[src/rtl/scoreboard_pkg.sv]
// Shared types and width helpers for the scoreboard issue controller.
package scoreboard_pkg;

  typedef enum logic [1:0] {
    RUN   = 2'd0,
    DRAIN = 2'd1,
    DONE  = 2'd2
  } state_t;

  // Index width for a memory of the given depth (never narrower than 1 bit).
  function automatic int unsigned addr_width(input int unsigned depth);
    return (depth > 1) ? $clog2(depth) : 1;
  endfunction

  // Width able to hold every value 0..max_count.
  function automatic int unsigned count_width(input int unsigned max_count);
    return (max_count > 0) ? $clog2(max_count + 1) : 1;
  endfunction

endpackage

[src/rtl/pend_counter_array.sv]
// Per-address pending-write counters with one increment and one decrement
// port. A decrement aimed at a zero counter is ignored and flagged.
module pend_counter_array #(
  parameter int unsigned DEPTH = 64,
  parameter int unsigned AW    = 6,
  parameter int unsigned CW    = 3
) (
  input  logic          i_clk,
  input  logic          i_rst_n,
  input  logic          i_inc_en,
  input  logic [AW-1:0] i_inc_addr,
  input  logic          i_dec_en,
  input  logic [AW-1:0] i_dec_addr,
  input  logic [AW-1:0] i_rd1_addr,
  input  logic [AW-1:0] i_rd2_addr,
  input  logic [AW-1:0] i_rd3_addr,
  output logic [CW-1:0] o_rd1_cnt,
  output logic [CW-1:0] o_rd2_cnt,
  output logic [CW-1:0] o_rd3_cnt,
  output logic          o_underflow
);

  logic [CW-1:0] r_pend [DEPTH];

  // Read ports and underflow detection on the registered counts.
  always_comb begin
    o_rd1_cnt   = r_pend[i_rd1_addr];
    o_rd2_cnt   = r_pend[i_rd2_addr];
    o_rd3_cnt   = r_pend[i_rd3_addr];
    o_underflow = i_dec_en && (r_pend[i_dec_addr] == '0);
  end

  // Counter update; same-entry increment and decrement cancel out.
  always_ff @(posedge i_clk or negedge i_rst_n) begin
    if (!i_rst_n) begin
      for (int unsigned i = 0; i < DEPTH; i++) r_pend[i] <= '0;
    end else begin
      for (int unsigned i = 0; i < DEPTH; i++) begin
        if (i_inc_en && (i_inc_addr == AW'(i)) &&
            !(i_dec_en && (i_dec_addr == AW'(i)) && (r_pend[i] != '0)))
          r_pend[i] <= r_pend[i] + CW'(1);
        else if (!(i_inc_en && (i_inc_addr == AW'(i))) &&
                 i_dec_en && (i_dec_addr == AW'(i)) && (r_pend[i] != '0))
          r_pend[i] <= r_pend[i] - CW'(1);
      end
    end
  end

endmodule

[src/rtl/scoreboard_issue_ctrl.sv]
// Issue controller: accepts decoded instructions from fetch, stalls on
// RAW (optionally WAW) hazards against a pending-write scoreboard, bounds
// the number of outstanding instructions and signals program completion.
module scoreboard_issue_ctrl
  import scoreboard_pkg::*;
#(
  parameter int unsigned INS_MEM_SIZE  = 32,
  parameter int unsigned DATA_MEM_SIZE = 64,
  parameter int unsigned OP_WIDTH      = 3,
  parameter int unsigned MAX_INFLIGHT  = 4,
  parameter bit          WAW_STALL     = 1'b0,
  localparam int unsigned PC_W = addr_width(INS_MEM_SIZE),
  localparam int unsigned AW   = addr_width(DATA_MEM_SIZE),
  localparam int unsigned CW   = count_width(MAX_INFLIGHT)
) (
  input  logic                clk,
  input  logic                reset,
  input  logic                fetch_valid,
  input  logic [OP_WIDTH-1:0] fetch_opcode,
  input  logic [AW-1:0]       fetch_src1,
  input  logic [AW-1:0]       fetch_src2,
  input  logic [AW-1:0]       fetch_dst,
  input  logic                fetch_last,
  output logic                fetch_ready,
  output logic [PC_W-1:0]     pc,
  output logic                issue_valid,
  output logic [OP_WIDTH-1:0] issue_opcode,
  output logic [AW-1:0]       issue_src1,
  output logic [AW-1:0]       issue_src2,
  output logic [AW-1:0]       issue_dst,
  input  logic                issue_ready,
  input  logic                retire_valid,
  input  logic [AW-1:0]       retire_addr,
  output logic [CW-1:0]       inflight,
  output logic                executed,
  output logic                error
);

  state_t              r_state, w_state_next;
  logic [PC_W-1:0]     r_pc;
  logic [CW-1:0]       r_inflight;
  logic                r_issue_valid;
  logic [OP_WIDTH-1:0] r_issue_opcode;
  logic [AW-1:0]       r_issue_src1, r_issue_src2, r_issue_dst;
  logic                r_error, r_executed;

  logic [CW-1:0]       w_cnt_src1, w_cnt_src2, w_cnt_dst;
  logic                w_underflow, w_hazard, w_slot_free, w_room;
  logic                w_accept, w_retire_ok;

  pend_counter_array #(
    .DEPTH (DATA_MEM_SIZE),
    .AW    (AW),
    .CW    (CW)
  ) u_pend (
    .i_clk       (clk),
    .i_rst_n     (reset),
    .i_inc_en    (w_accept),
    .i_inc_addr  (fetch_dst),
    .i_dec_en    (retire_valid),
    .i_dec_addr  (retire_addr),
    .i_rd1_addr  (fetch_src1),
    .i_rd2_addr  (fetch_src2),
    .i_rd3_addr  (fetch_dst),
    .o_rd1_cnt   (w_cnt_src1),
    .o_rd2_cnt   (w_cnt_src2),
    .o_rd3_cnt   (w_cnt_dst),
    .o_underflow (w_underflow)
  );

  // Acceptance decision; hazards use registered counts only (no retire bypass).
  always_comb begin
    w_hazard    = (w_cnt_src1 != '0) || (w_cnt_src2 != '0) ||
                  (WAW_STALL && (w_cnt_dst != '0));
    w_slot_free = !r_issue_valid || issue_ready;
    w_room      = (r_inflight < CW'(MAX_INFLIGHT));
    w_accept    = (r_state == RUN) && fetch_valid && !w_hazard && w_room && w_slot_free;
    w_retire_ok = retire_valid && !w_underflow;
  end

  // Next-state logic: RUN until the last instruction issues, then drain.
  always_comb begin
    w_state_next = r_state;
    case (r_state)
      RUN:     if (w_accept && fetch_last) w_state_next = DRAIN;
      DRAIN:   if ((r_inflight == '0) && !r_issue_valid) w_state_next = DONE;
      DONE:    w_state_next = DONE;
      default: w_state_next = RUN;
    endcase
  end

  // State register and completion flag.
  always_ff @(posedge clk or negedge reset) begin
    if (!reset) begin
      r_state    <= RUN;
      r_executed <= 1'b0;
    end else begin
      r_state    <= w_state_next;
      r_executed <= (w_state_next == DONE);
    end
  end

  // Issue register, program counter, outstanding count and sticky error.
  always_ff @(posedge clk or negedge reset) begin
    if (!reset) begin
      r_pc           <= '0;
      r_inflight     <= '0;
      r_issue_valid  <= 1'b0;
      r_issue_opcode <= '0;
      r_issue_src1   <= '0;
      r_issue_src2   <= '0;
      r_issue_dst    <= '0;
      r_error        <= 1'b0;
    end else begin
      if (w_accept) begin
        r_issue_valid  <= 1'b1;
        r_issue_opcode <= fetch_opcode;
        r_issue_src1   <= fetch_src1;
        r_issue_src2   <= fetch_src2;
        r_issue_dst    <= fetch_dst;
        r_pc           <= r_pc + PC_W'(1);
      end else if (issue_ready) begin
        r_issue_valid  <= 1'b0;
      end
      case ({w_accept, w_retire_ok})
        2'b10:   r_inflight <= r_inflight + CW'(1);
        2'b01:   r_inflight <= r_inflight - CW'(1);
        default: r_inflight <= r_inflight;
      endcase
      if (retire_valid && w_underflow) r_error <= 1'b1;
    end
  end

  always_comb begin
    fetch_ready  = w_accept;
    pc           = r_pc;
    issue_valid  = r_issue_valid;
    issue_opcode = r_issue_opcode;
    issue_src1   = r_issue_src1;
    issue_src2   = r_issue_src2;
    issue_dst    = r_issue_dst;
    inflight     = r_inflight;
    executed     = r_executed;
    error        = r_error;
  end

endmodule

[config.mk]
export PLATFORM = sky130hd
export DESIGN_NAME = scoreboard_issue_ctrl
export DESIGN_NICKNAME = d
export VERILOG_FILES = /design/src/rtl/scoreboard_pkg.sv /design/src/rtl/pend_counter_array.sv /design/src/rtl/scoreboard_issue_ctrl.sv
export SDC_FILE = /design/constraint.sdc
export NUM_CORES = 1
export LEC_CHECK = 0
export CAP_MARGIN = 20
export CORE_ASPECT_RATIO = 1.5
export CORE_MARGIN = 1.5
export CORE_UTILIZATION = 58
export CTS_CLUSTER_SIZE = 20
export DETAILED_ROUTE_END_ITERATION = 7
export MAX_ROUTING_LAYER = met4
export PLACE_DENSITY = 0.86
export SKIP_CTS_REPAIR_TIMING = 1
export SLEW_MARGIN = 20
export SYNTH_ARGS = -nofsm -noshare
export SYNTH_HDL_FRONTEND = slang
export SYNTH_HIERARCHICAL = 1
export SYNTH_SLANG_ARGS = --single-unit
export TNS_END_PERCENT = 30
[constraint.sdc]
create_clock -name clk -period 8.55 [get_ports clk]
set_input_delay 1.71 -clock clk [delete_from_list [all_inputs] [get_ports clk]]
set_output_delay 1.71 -clock clk [all_outputs]
set_load 0.005 [all_outputs]
==> out/results.txt, run 1 <==
The die covers 29800 sq um. The maximum root-to-sink buffer count was 3; the depth of the CTS H-tree was 1. The synthesized instance count is 1420, and the warning count from the yosys run is 6. TritonCTS built the clock tree. Net switching is 33.3% of the power. After clock tree synthesis, the clock-pin slew on the worst setup and hold paths is 0.07 ns. The synthesized netlist occupies a cell area of 16700 sq um. The number of detailed-route iterations in the first pass is 7, and the global-route wire length before repair is 77400 um. 66 I/O pins were placed. The mean number of vias per cell was 7.19; the slew at the pin closest to its max-slew limit was 1.02 ns. Setup slack on the worst reg-to-reg path comes out at 3.05 ns. The die is 141 um wide. The area added between synthesis and finish came out at 10.6%.

The startpoint identified for the worst hold timing path is r_state[1]. The tools report the via count of the first global-routing pass as 13606. Kind of critical path: input pin to output pin.

The slowest stage of the critical path belongs to the cell buf_2. The run finished with clean final reports. Buffers placed on the I/O ports in this run total 65.

Setup total negative slack on the finished layout was measured at 0 ns. The worst path uses 87.9% of the clock period. Setup violations remaining at the end of the flow were counted as 0. The design internal power is 2670 uW. Fraction of final layout cells with drive strength greater than 1: 20.6%. For the arrival time reported for the critical path endpoint, the log shows 5.81 ns. The floorplan step set the die height to 211 um.

Detailed placement finished with a half-perimeter wire length of 36000 um. The net switching power figure was 1330 uW. The signal on the critical path passes through buf_2 > buf_4 > mux4_2 > mux4_2 > mux2i_1 > a21oi_1 > nor4_4 > nand4_4 > buf_4 > inv_1 > clkdlybuf4s50_1. The portion of total power attributed to combinational logic was 29.4%.

The worst path meets setup with 1.03 ns of slack. In this run the worst path has a maximum fanout of 27. Total of max-cap violations: 0.

For this design the ratio of total power to cell area is 217 nW/um^2. Summed over all layers, the global routing overflow is 0. The logs give 0 for the number of antenna violations at the first check in global routing and 1520 for the net count of the mapped netlist. The clock net in this run drives a total of 226 sinks. The layout net count was 1566; the delay contributed by the slowest stage of the critical path was 0.70 ns.

Nature of the critical path endpoint: an output pin. The logs give 0.54 ns for the worst-skew pair later-pin latency and 75 for the number of cell rows. The worst setup path is launched from an input pin.

The register share of total power was 42.1%; the worst slack at placement was 1.02 ns. For the final setup skew, the log shows 0.0209 ns. The number of buffers added by the clock tree synthesis step is 23, and the fraction of power consumed by the clock network is 28.5%. The repair_antennas step left the layout with diodes totalling 0.

The starting utilization of the core area is 59.3%. Across the VDD grid, the largest voltage drop is 0.131 mV. Remaining routing DRC violations: 0.

The logs give 139 for the largest net degree at the start of global routing and 0.133 GHz for the fmax. After detailed routing, the average wire length per cell comes to 27.1 um. Summed over all cells, the static leakage comes to 0.00771 uW.

In the global route stage, overall resource usage came out at 35.5%. The final-report hold violation count came out at 0. The tools report the number of filler cells placed in the layout as 1991. The tools report the launch point of the worst reg-to-reg path as u_pend/r_pend[156]. The final route contains 13138 vias.

Wires add up to 49500 um. The run gives 0 as the final-report max-slew violation count. The worst hold path class was register to register. Setup repair after global routing left no endpoint under its margin. The floorplan step defined a core boundary enclosing 28200 sq um.

At the end of routability-driven placement, the weighted congestion stood at 0.973. Worst relative slew slack: 31.6%. The worst path needs 7.52 ns of the cycle, external delays included. The violation count after the first detailed-route iteration was 1344; the mean instance size in the synthesized netlist was 11.7 sq um. In this run the worst setup path begins at fetch_src1[1]. For the post-detailed-route count of antenna-violating nets, the log shows 0.

The data required time at the worst endpoint came out at 6.84 ns. CTS placed an instance of clkbuf_16 at the clock tree root.
area by class of cell:
cell class	instances	area (sq um)	share of cell area (%)
timing repair buffer	82	786	4.26
sequential	226	5660	30.6
clock inverter	11	196	1.06
tap	346	433	2.35
inverter	9	33.8	0.183
clock buffer	30	642	3.48
multi-input combinational	1124	10700	58.0
cell usage in the layout (no fill, tap or decap), drive strengths merged, types with 15 or more instances in the layout:
master	instances
nor3	91
dfrtp	226
mux4	142
clkdlybuf4s50	57
o311ai	47
a211oi	15
nor2	175
nand2b	19
xor2	67
nand2	89
nand3	17
a21oi	38
mux2	90
clkbuf	30
and3	46
fa	65
buf	25
xnor2	123
through the flow:
step	hold WS [ns]	utilization [%]	instance area, sq um	instances	power, uW
floorplan	0.422	-	16700	1420	2340
global placement	0.439	62.6	17600	1787	2760
detailed placement	0.449	62.6	17600	1787	2840
CTS	0.465	65.6	18500	1828	3980
global route	0.477	65.6	18500	1828	4190
finish	0.465	65.6	18500	1828	4000
critical path, delay by kind of cell:
| kind | cells | cell delay, ns |
|---|---|---|
| simple gates | 2 | 0.57 |
| buf+inv | 5 | 2.15 |
| mux | 3 | 1.22 |
| compound gates | 1 | 0.14 |
power by group through the flow:
stage	sequential, uW	clock (uW)	combinational, uW
2_1_floorplan	1570	0	765
3_3_place_gp	1660	0	1100
3_5_place_dp	1680	0	1160
4_1_cts	1670	1140	1170
5_1_grt	1720	1180	1280
6_report	1690	1140	1180
state kept, by name, indices dropped and copies added (netlist names), 2 cells and up:
name / count
u_pend/r_pend: 192
issue_src2: 6
issue_dst: 6
issue_opcode: 3
r_state: 2
inflight: 3
pc: 5
issue_src1: 6
final timing paths:
path,cells past startpoint,endpoint
max in group asynchronous,2,u_pend/r_pend[105]
min in group asynchronous,1,u_pend/r_pend[163]
worst max register to register,16,u_pend/r_pend[125]
worst min-delay path,1,r_state[0]
worst max-delay path,11,fetch_ready
worst min register to register,1,r_state[0]
routing by layer:
metal | part of all wire [%] | GRT usage, % | vias to the layer above | wire length [um]
met5 | 0 | - | - | 0
met4 | 11 | 30.6 | 0 | 5540
met3 | 9.0 | 6.05 | 322 | 4450
met2 | 47 | 55.7 | 933 | 23200
met1 | 33 | 39.3 | 6489 | 16300
li1 | - | - | 5394 | -
(Power assumes the default switching activity.)
==> inputs of run 2 (changes only) <==
Settings changed: CORE_UTILIZATION 58 to 64, PLACE_DENSITY 0.86 to 0.93.
==> out/results.txt, run 2 (same netlist as run 1, synthesis figures left out) <==
For the area enclosed by the die boundary, the log shows 27100 sq um (was 29800 sq um). Cells traversed along the worst timing path: buf_2 > buf_4 > mux4_2 > mux4_2 > a211oi_1 > a21oi_1 > nor4_4 > nand4_4 > inv_1 > clkdlybuf4s50_1 (was buf_2 > buf_4 > mux4_2 > mux4_2 > mux2i_1 > a21oi_1 > nor4_4 > nand4_4 > buf_4 > inv_1 > clkdlybuf4s50_1). The via count of the first global-routing pass is 13843 (was 13606), and the maximum VDD drop is 0.199 mV (was 0.131 mV). The overall die width was 135 um (was 141 um); the data required time at the worst endpoint was 6.84 ns (about the same). The most common library cell in the layout ignoring fill and taps is dfrtp_1 (unchanged). The starting utilization of the core area is 65.0% (was 59.3%). The maximum root-to-sink buffer count is 3 (unchanged).

The run gives 79400 um (was 77400 um) as the global-route wire length before repair. For the final setup violation count, the log shows 0 (unchanged). The count of input and output buffers is 65 (unchanged). Commonest cells after routing, fill and taps aside: dfrtp_1, nor2_1, mux4_2, xnor2_1, nand2_1 (was dfrtp_1, nor2_1, mux4_2, xnor2_1).

The run gives 23 (unchanged) as the number of buffers added by the clock tree synthesis step. The run gives 1656 (was 1991) as the number of filler cells placed in the layout. The total number of clock tree sinks was 226 (unchanged). The nature of the critical path endpoint was an output pin (unchanged).

The post-detailed-route count of antenna-violating nets came out at 0 (unchanged). The placed standard-cell area was 17600 sq um (about the same); the total number of vias was 13342 (was 13138). The kind of critical path was input pin to output pin (unchanged). The fraction of final layout cells with drive strength greater than 1 is 20.6% (about the same). The routed wirelength normalized by instance count is 28.0 um (was 27.1 um). For the fmax, the log shows 0.138 GHz (was 0.133 GHz).

Type of origin of the critical path: an input pin (unchanged). The violation count after the first detailed-route iteration came out at 1767 (was 1344). The final sum of negative setup slack came out at 0 ns (unchanged).

The flow ran to the end, and the final reports show no timing, DRC or antenna violations. The fraction of the core area covered by cells at the end of the flow was 71.3% (was 65.6%); the arrival time reported for the critical path endpoint was 5.52 ns (was 5.81 ns). The register with the highest flop count is u_pend/r_pend (unchanged).

The run gives 0 (unchanged) as the number of antenna violations at the first check in global routing. The tools report the root cell of the clock tree as clkbuf_16 (unchanged). The mean number of vias per cell came out at 7.35 (was 7.19). The total of max-cap violations is 0 (unchanged), and the largest net degree at the start of global routing is 109 (was 139).

The largest delay contributor family on the critical path is buffers and inverters (unchanged). The number of I/O pins was 66 (unchanged); the leakage power was 0.00766 uW (was 0.00771 uW). The sequential cell area was 5660 sq um (unchanged); the clock transition at the registers of the reported paths was 0.06 ns (was 0.07 ns). The cell that appears most often on the critical path is mux4_2.

Setup repair after global routing left no endpoint under its margin. The worst hold path class was register to register (unchanged). The run gives 0.0240 ns (was 0.0209 ns) as the final setup skew. The number of detailed-route iterations in the first pass is 7 (unchanged). The run gives 0 (unchanged) as the remaining routing DRC violations.

The layout net count is 1566 (unchanged), and the final estimated routing congestion in global placement is 1.02 (was 0.973). Post-route clock period utilization: 84.5% (was 87.9%). The cell type of the slowest stage on the worst timing path was mux4_2 (was buf_2). The number of cell rows came out at 72 (was 75).

The number of buffers and inverters on the critical path is 4 (was 5), and the global-route total usage across every layer is 40.3% (was 35.5%). For the overflow left after global routing, the log shows 0 (unchanged). The maximum fanout along the worst path works out to 21 (was 27). For the final instance area, the log shows 18300 sq um (was 18500 sq um).

The half-perimeter wire length after detailed placement is 36600 um (was 36000 um). TritonCTS built the clock tree. The final-report max-slew violation count is 0 (unchanged). The worst relative slew slack is 26.4% (was 31.6%).

The routed wire length is 50800 um (was 49500 um), and the worst-skew pair later-pin latency is 0.58 ns (was 0.54 ns). Final-report hold violation count: 0 (unchanged). The number of flip-flops in the largest register came out at 192 (unchanged). The depth of the CTS H-tree was 1 (unchanged); the post-layout minimum cycle time was 7.23 ns (was 7.52 ns). The area added between synthesis and finish was 9.78% (was 10.6%). The delay contributed by the slowest stage of the critical path works out to 0.63 ns (was 0.70 ns). The areal power density over the cells works out to 214 nW/um^2 (was 217 nW/um^2).

Core area: 25700 sq um (was 28200 sq um). The multi-input combinational cell area was 10700 sq um (about the same); the slew at the pin closest to its max-slew limit was 1.10 ns (was 1.02 ns). The vertical die dimension is 201 um (was 211 um).
==> run 2: cell types whose count changed in the layout (fill, tap and decap cells not counted), moves of 2 or more <==
cell       change
clkinv_2       +5
bufinv_16      -4
buf_12         -2
buf_4          +2
clkbuf_8       -2
==> run 2: report_power, final <==
group          leakage [uW]  total [uW]  switching (uW)  internal, uW
registers           0.00306        1710             410          1300
clock network      0.000360        1020             472           547
logic               0.00424        1200             507           690
total               0.00766        3920            1390          2530
==> run 2: stage by stage <==
stage	total power [uW]	cells	worst slack, ns	hold slack, ns
after floorplan	2340	1420	2.17	0.422
after global placement	2770	1774	1.50	0.448
after detailed placement	2850	1774	1.36	0.465
after CTS	3880	1815	1.36	0.485
after global routing	4090	1815	1.15	0.498
final	3920	1816	1.32	0.491
==> run 2: final cells by class <==
cell class	count	area share (%)
diodes	1	0.0137
clock buffers	27	3.33
repair buffers	82	4.18
clock inverters	14	0.649
flip-flops and latches	226	30.9
multi-input cells	1124	58.5
inverters	9	0.184
well taps	333	2.27
==> run 2: final timing paths <==
path | startpoint | end | slack, ns | depth (start not counted)
setup / recovery | fetch_src1[0] | fetch_ready | 1.32 | 10
setup reg to reg | u_pend/r_pend[144] | u_pend/r_pend[176] | 3.42 | 15
hold / removal | r_state[1] | r_state[0] | 0.49 | 1
min in group asynchronous | reset | u_pend/r_pend[160] | 1.19 | 1
max in group asynchronous | reset | u_pend/r_pend[73] | 5.93 | 2
hold reg to reg | r_state[1] | r_state[0] | 0.49 | 1
==> run 2: routing by layer <==
layer  track usage, %  part of all wire [%]  vias to the layer above
met1             46.1                    32                     6577
li1                 -                     -                     5402
met4             31.8                    10                        0
met5                -                     0                        -
met2             60.8                    47                     1014
met3             9.47                    11                      349
==> inputs of run 3 (changes only) <==
Settings changed: CORE_UTILIZATION 64 to 63, PLACE_DENSITY 0.93 to 0.92.
Clock period 8.55 ns to 6.8 ns, I/O delays scaled along.
==> out/results.txt, run 3 (same netlist as run 1, synthesis figures left out) <==
The logs give 0 (unchanged) for the overflow left after global routing and 0.163 GHz for the fmax. The nature of the critical path endpoint was an output pin (unchanged). Maximum root-to-sink buffer count: 3 (unchanged).

TritonCTS built the clock tree. The final setup violation count came out at 0 (unchanged). The run gives 4.79 ns (was 5.52 ns) as the arrival time reported for the critical path endpoint. Cell type of the slowest stage on the worst timing path: clkdlybuf4s50_1 (was mux4_2). The count of input and output buffers is 65 (unchanged), and the number of flip-flops in the largest register is 192 (unchanged). For the worst hold slack after final layout, the log shows 0.460 ns (was 0.491 ns). Global-route wire length before repair: 79700 um (was 79400 um). The type of origin of the critical path was an input pin (unchanged). The most common library cell in the layout ignoring fill and taps was dfrtp_1 (unchanged). The total of max-cap violations was 0 (unchanged); the areal power density over the cells was 276 nW/um^2 (was 214 nW/um^2). Cells traversed along the worst timing path: clkdlybuf4s50_1 > mux4_2 > nor2b_1 > a211oi_1 > a21oi_1 > nor4_4 > nand4_4 > inv_1 > clkdlybuf4s50_1 (was buf_2 > buf_4 > mux4_2 > mux4_2 > a211oi_1 > a21oi_1 > nor4_4 > nand4_4 > inv_1 > clkdlybuf4s50_1).

The logs give 8 (was 7) for the number of detailed-route iterations in the first pass and 29.0% (was 26.4%) for the worst relative slew slack. The starting utilization of the core area was 64.3% (was 65.0%). Commonest cells after routing, fill and taps aside: dfrtp_1, nor2_1, mux4_2, xnor2_1 (was dfrtp_1, nor2_1, mux4_2, xnor2_1, nand2_1). The half-perimeter wire length after detailed placement was 35100 um (was 36600 um). Depth of the CTS H-tree: 1 (unchanged). The tools report the maximum VDD drop as 0.286 mV (was 0.199 mV).

The worst hold path class is register to register (unchanged). Fraction of final layout cells with drive strength greater than 1: 21.0% (was 20.6%). The flow ran to the end, and the final reports show no timing, DRC or antenna violations. The routed wirelength normalized by instance count is 27.7 um (was 28.0 um), and the final estimated routing congestion in global placement is 1.03 (was 1.02).

The final-report hold violation count came out at 0 (unchanged). The mean number of vias per cell works out to 7.41 (was 7.35). The violation count after the first detailed-route iteration was 1913 (was 1767). The overall die width came out at 136 um (was 135 um).

The area added between synthesis and finish was 11.2% (was 9.78%). The delay contributed by the slowest stage of the critical path was 1.01 ns (was 0.63 ns); the via count of the first global-routing pass was 14016 (was 13843). The post-detailed-route count of antenna-violating nets is 0 (unchanged), and the data required time at the worst endpoint is 5.44 ns (was 6.84 ns). The largest net degree at the start of global routing was 140 (was 109); the post-layout minimum cycle time was 6.15 ns. The worst-skew pair later-pin latency was 0.55 ns (was 0.58 ns); the remaining routing DRC violations was 0 (unchanged).

The slew at the pin closest to its max-slew limit is 1.05 ns (was 1.10 ns). The number of I/O pins is 66 (unchanged), and the number of filler cells placed in the layout is 1611 (was 1656). The area enclosed by the die boundary was 27500 sq um (was 27100 sq um). For the total number of vias, the log shows 13524 (was 13342). Cell occurring most often along the worst timing path: clkdlybuf4s50_1 (was mux4_2). The global-route total usage across every layer was 40.0% (was 40.3%); the post-route clock period utilization was 90.4%.

The number of cell rows was 72 (unchanged). The logs give 25900 sq um (was 25700 sq um) for the core area and 50500 um (was 50800 um) for the routed wire length. Kind of critical path: input pin to output pin (unchanged). The clock transition at the registers of the reported paths came out at 0.06 ns (about the same).

The final setup skew is 0.0202 ns (was 0.0240 ns). The number of antenna violations at the first check in global routing was 3 (was 0). Register with the highest flop count: u_pend/r_pend (unchanged). The final sum of negative setup slack came out at 0 ns (unchanged). The root cell of the clock tree is clkbuf_16 (unchanged). For the number of buffers added by the clock tree synthesis step, the log shows 23 (unchanged). Setup repair after global routing left no endpoint under its margin. The final-report max-slew violation count is 0 (unchanged), and the total number of clock tree sinks is 226 (unchanged).

Maximum fanout along the worst path: 10 (was 21). Layout net count: 1573 (was 1566). The vertical die dimension was 202 um (was 201 um).

Leakage power: 0.00776 uW (was 0.00766 uW).
run 3: final cells by class:
class | instances | area, sq um | area share (%)
clock inverters | 15 | 244 | 1.32
repair buffers | 89 | 868 | 4.68
diodes | 3 | 7.51 | 0.0405
multi-input cells | 1124 | 10700 | 57.7
inverters | 9 | 33.8 | 0.182
flip-flops and latches | 226 | 5660 | 30.5
clock buffers | 26 | 617 | 3.33
well taps | 333 | 417 | 2.25
run 3: per-layer routing:
layer  GRT usage, %  share of wire (%)  up-vias
met5              -                  0        -
met4           31.9                 10        0
met3           11.3                 12      365
met2           59.0                 46     1148
met1           45.4                 31     6600
li1               -                  -     5411
run 3: per-stage QoR:
step	instance area, sq um	setup WS, ns	util [%]	instances	total power [uW]
detailed placement	17700	0.389	68.1	1781	3580
global placement	17700	0.627	68.1	1781	3470
CTS	18500	0.693	71.5	1822	5070
floorplan	16700	0.766	-	1420	2940
finish	18500	0.651	71.5	1825	5120
global route	18500	0.559	71.5	1825	5360
run 3: where the power goes:
part	switching, uW	internal [uW]
registers	496	1630
logic	646	871
clock network	591	884
run 3: path summary, 6_finish.rpt:
path | endpoint | depth (start not counted) | startpoint | slack [ns]
max | fetch_ready | 9 | fetch_src1[3] | 0.65
min | error | 1 | error | 0.46
max reg2reg | u_pend/r_pend[59] | 16 | u_pend/r_pend[190] | 1.56
min reg2reg | error | 1 | error | 0.46
max in group asynchronous | u_pend/r_pend[91] | 2 | reset | 4.80
min in group asynchronous | u_pend/r_pend[154] | 1 | reset | 0.78
run 3: critical path: cells and delay by family:
kind | cells | cell delay [ns]
AND/OR/NAND/NOR | 3 | 0.80
AO/OA/AOI/OAI | 2 | 0.41
buffers and inverters | 3 | 1.70
multiplexers | 1 | 0.52
